**src/rtl/operand_negate_pkg.sv**
```systemverilog
// operand_negate_pkg: mode encodings and FSM states shared by the operand_negate slice
package operand_negate_pkg;
    localparam logic [1:0] MODE_PASS = 2'b00;
    localparam logic [1:0] MODE_NOT  = 2'b01;
    localparam logic [1:0] MODE_NEG  = 2'b10;
    localparam logic [1:0] MODE_ABS  = 2'b11;
    typedef enum logic [1:0] {IDLE, BUSY, DONE} state_t;
endpackage

```
**src/rtl/chunk_negate.sv**
```systemverilog
// chunk_negate: one CHUNK-bit slice of optional inversion plus carry-in increment
module chunk_negate #(
    parameter int CHUNK = 8
) (
    input  logic [CHUNK-1:0] chunk,
    input  logic             invert,
    input  logic             carry_in,
    output logic [CHUNK-1:0] result,
    output logic             carry_out
);
    assign {carry_out, result} = {1'b0, invert ? ~chunk : chunk} + {{CHUNK{1'b0}}, carry_in};
endmodule

```
**src/rtl/operand_negate.sv**
```systemverilog
// operand_negate: chunk-serial PASS/NOT/NEG/ABS of a latched operand, one chunk per cycle
module operand_negate
    import operand_negate_pkg::*;
#(
    parameter int WIDTH = 32,
    parameter int CHUNK = 8
) (
    input  logic             clock,
    input  logic             reset,
    input  logic             start,
    input  logic [1:0]       mode,
    input  logic [WIDTH-1:0] data_operandA,
    output logic             ready,
    output logic             done,
    output logic [WIDTH-1:0] data_result,
    output logic             overflow
);
    localparam int N  = WIDTH / CHUNK;
    localparam int IW = N > 1 ? $clog2(N) : 1;
    localparam logic [IW-1:0] LAST = IW'(N - 1);
    localparam logic [WIDTH-1:0] MIN_NEG = {1'b1, {(WIDTH-1){1'b0}}};
    state_t state, state_nxt;
    logic [WIDTH-1:0] opnd;
    logic [IW-1:0]    idx;
    logic             invert, carry, ovf_pend, neg_req, carry_out;
    logic [CHUNK-1:0] chunk_res;
    // ABS resolves to NEG or PASS from the operand's sign as it is accepted
    assign neg_req = mode == MODE_NEG || (mode == MODE_ABS && data_operandA[WIDTH-1]);
    chunk_negate #(.CHUNK(CHUNK)) u_chunk (
        .chunk     (opnd[idx*CHUNK +: CHUNK]),
        .invert    (invert),
        .carry_in  (carry),
        .result    (chunk_res),
        .carry_out (carry_out)
    );
    // next-state and status outputs
    always_comb begin
        state_nxt = state == IDLE ? (start ? BUSY : IDLE) :
                    state == BUSY ? (idx == LAST ? DONE : BUSY) : IDLE;
        ready     = state == IDLE;
        done      = state == DONE;
    end
    // state register, operand latch and per-chunk datapath with registered carry
    always_ff @(posedge clock or posedge reset) begin
        if (reset) begin
            state       <= IDLE;
            opnd        <= '0;
            idx         <= '0;
            invert      <= 1'b0;
            carry       <= 1'b0;
            ovf_pend    <= 1'b0;
            data_result <= '0;
            overflow    <= 1'b0;
        end else begin
            state <= state_nxt;
            if (state == IDLE && start) begin
                opnd     <= data_operandA;
                idx      <= '0;
                invert   <= mode == MODE_NOT || neg_req;
                carry    <= neg_req;
                ovf_pend <= neg_req && data_operandA == MIN_NEG;
            end else if (state == BUSY) begin
                data_result[idx*CHUNK +: CHUNK] <= chunk_res;
                carry <= carry_out;
                idx   <= idx + IW'(1);
                if (idx == LAST) overflow <= ovf_pend;
            end
        end
    end
endmodule

```
**config.mk**
```make
export PLATFORM = sky130hd
export DESIGN_NAME = operand_negate
export DESIGN_NICKNAME = d
export VERILOG_FILES = /design/src/rtl/operand_negate_pkg.sv /design/src/rtl/chunk_negate.sv /design/src/rtl/operand_negate.sv
export SDC_FILE = /design/constraint.sdc
export NUM_CORES = 1
export LEC_CHECK = 0
export ABC_AREA = 1
export BUFFER_PORTS_ARGS = -buffer_cell sky130_fd_sc_hd__buf_2
export CAP_MARGIN = 25
export CORE_MARGIN = 2
export CORE_UTILIZATION = 55
export CTS_CLUSTER_SIZE = 24
export DETAILED_ROUTE_END_ITERATION = 10
export GPL_TIMING_DRIVEN = 1
export HOLD_SLACK_MARGIN = 0.15
export PLACE_DENSITY = 0.8
export SLEW_MARGIN = 0
export SYNTH_ARGS = -nofsm -noshare
export SYNTH_HDL_FRONTEND = slang
export SYNTH_SLANG_ARGS = --single-unit
```
**constraint.sdc**
```tcl
create_clock -name clock -period 5.36 [get_ports clock]
set_input_delay 1.072 -clock clock [delete_from_list [all_inputs] [get_ports clock]]
set_output_delay 1.072 -clock clock [all_outputs]
set_load 0.01 [all_outputs]
```
==> impl_results.md <==
- GR Util met2: 0.390
- Final Skew: 0.00582 ns
- Crit. End Element: flop
- I/O Pins: 72
- VDD IR-drop max: ~0.27 mV
- Wire per inst: 13.7 um
- Postcts setup bufs: 0
- Hold_buf cts: 0
- Initial antenna violation count: 0
- Grt total ovfl: 0
- Crit Path Category: flop to flop
- Nets: roughly 550
- Mapped cell area: 0.00354 mm2
- Sequential-to-total area share from yosys stat: 0.509
- Synth-to-Final Area Change: 15.2%
- Fillers: 562
- Netlist cell types: 34
- First-pass GRT wire length: 13700 um
- Hpwl dp: between 5000 and 6000 um
- Root Driver: clkbuf_8
- Initial Util: 0.564
- Total power per unit cell area: 598 mW/mm2
- GRT met3 Usage: 0.0393
- # DRC: 0
- Yosys warning count: 0
- GPL Wtd Cong: 0.967
- Leakage: 0.00225 uW
- Crit path DAT: 3.36 ns
- #FFs+latches synth: 72
- Core area: 0.00628 mm2
- Min Tclk post-route: 3.11 ns
- Syn Area/Cell: 8.06 um2
- FFs w/ async S/R, synth: 1.00
- Syn Nets: 485
- Clk sink count: 72
- Reg area: 0.00180 mm2
- CTS HTree Levels: 3
- Most used flip-flop cell after synthesis: dfrtp_1
- Worst hold margin: 0.477 ns
- Row count: 29
- Worst rel slew slack: 0.330
- Clk buf depth: 2
- Diodes inserted: 0
- CTS tree: yes
- Slew Limit Fails: 0
- Die Height: 84.2 um
- Area of the multi-input gates: 0.00148 mm2
- Min-Delay Path Class: flop to flop
- Antenna Nets Post-Route: 0
- Clk pin slew, worst setup/hold paths: 0.07 ns
- 1st-iter DRT viols: ~150
- Commonest non-fill, non-tap cell in the layout: nand2_1
- Buffers on Ports: approximately 70
- Worst skew pair latency: 0.34 ns
- Die footprint: 0.00709 mm2
- WP data required: 5.61 ns
- GR peak layer: met2
- WL final: 8080 um
- Max Cap Violations: 0
- DR vias/cell: 5.21
- FMAX: 321 MHz
- Largest net degree at the start of global routing: 73
- Placed cells: 574
- Critical path fanouts, max: 32
- Most frequent cells in the layout: nand2_1, dfrtp_1, buf_2, inv_1, o21ai_0
- Status: finished clean
- Crit start category: flop
- Total GRT Usage: 0.242
- Total negative setup slack: 0 ns
- Slew @ Worst Pin: 1.00 ns
- Share of cells above drive strength 1: 0.207
- First drt pass iteration count: 4
- Total CTS buffers: 9
- Mapped Cells: 439
- Hold Vio Cnt, Final: 0
- Vias in the first global route: 2985
- RSZ-0062 raised after global routing: no
- Placed Area: 0.00391 mm2
- Via count: 3075
- Final setup vio count: 0
- Post-synth EDFFs: 0
- Period utilization: 0.581
- Grt met1 use: 0.323
- Die width: approximately 84 um
- Post-CTS resize count: 0
- Final instance area: 0.00408 mm2
- Non-filler instance count after layout: 590
worst max-delay path: stages, from the launching register on:
cell,delay (ns)
dfrtp_1,1.00
inv_2,0.36
o21ai_0,0.25
o22ai_1,0.10
xor2_1,0.19
ha_1,0.20
ha_1,0.17
nand2_1,0.10
o21ai_0,0.23
nand4_1,0.16
o21ai_0,0.25
sequential cells by signal (all words and copies together) (netlist names):
signal       flops
invert           1
ovf_pend         1
idx              2
opnd            32
data_result     32
state            2
carry            1
overflow         1
worst paths after layout:
path,from,endpoint,slack (ns),cells past startpoint
min in group asynchronous,reset,data_result[15]$_DFFE_PP0P_,0.99,3
worst max register to register,idx[0]$_DFFE_PP0P_,data_result[28]$_DFFE_PP0P_,2.25,10
worst min-delay path,data_result[21]$_DFFE_PP0P_,data_result[21]$_DFFE_PP0P_,0.48,2
worst min register to register,data_result[21]$_DFFE_PP0P_,data_result[21]$_DFFE_PP0P_,0.48,2
worst max-delay path,idx[0]$_DFFE_PP0P_,data_result[28]$_DFFE_PP0P_,2.25,10
max in group asynchronous,reset,carry$_DFFE_PP0P_,3.81,3
cell usage after synthesis, types with 4 or more instances:
master    number  area, um2
nand2_1      174        653
dfrtp_1       72       1800
inv_1         41        154
o21ai_0       40        200
nand3_1       26        130
nor2_1        14       52.6
ha_1           9        113
clkbuf_1       8       30.0
nand2_2        6       37.5
nand4_1        6       37.5
nor4_1         5       31.3
o21ai_1        4       20.0
cell type report:
cell class	count	area share
Inverter	44	0.0411
Tap cell	77	0.0236
Sequential cell	72	0.442
Clock inverter	3	0.00429
Clock buffer	13	0.0365
Multi-Input combinational cell	308	0.362
Timing Repair Buffer	73	0.0908
per-stage QoR:
step | setup slack (ns) | utilization | total power (uW)
floorplan | 2.46 | - | 1750
global placement | 2.49 | 0.623 | 2030
detailed placement | 2.27 | 0.623 | 2070
CTS | 2.26 | 0.650 | 2440
global route | 1.90 | 0.650 | 2650
finish | 2.25 | 0.650 | 2440
routing by layer:
metal	up-vias	share of wire
met5	-	0
met1	1417	0.45
met2	104	0.48
met3	13	0.053
li1	1541	-
met4	0	0.019
logic make-up after synthesis:
group | Yosys count | share of synthesized area
and+or+nand+nor | 242 | 0.292
muxes | 1 | 0.00318
buffers and inverters | 59 | 0.0739
AOI/OAI and AO/OA | 53 | 0.0809
adders and majority gates | 9 | 0.0318
DFF | 72 | 0.509
xor gates and xnor gates | 3 | 0.00955
where the power goes:
part           total (uW)  internal, uW  leakage, uW  switching [uW]
Sequential            950           760     0.000939             189
Clock                 373           180    0.0000834             193
Combinational        1120           386      0.00123             729
Total                2440          1330      0.00225            1110
Note: power is estimated with default switching activity, not from simulation.
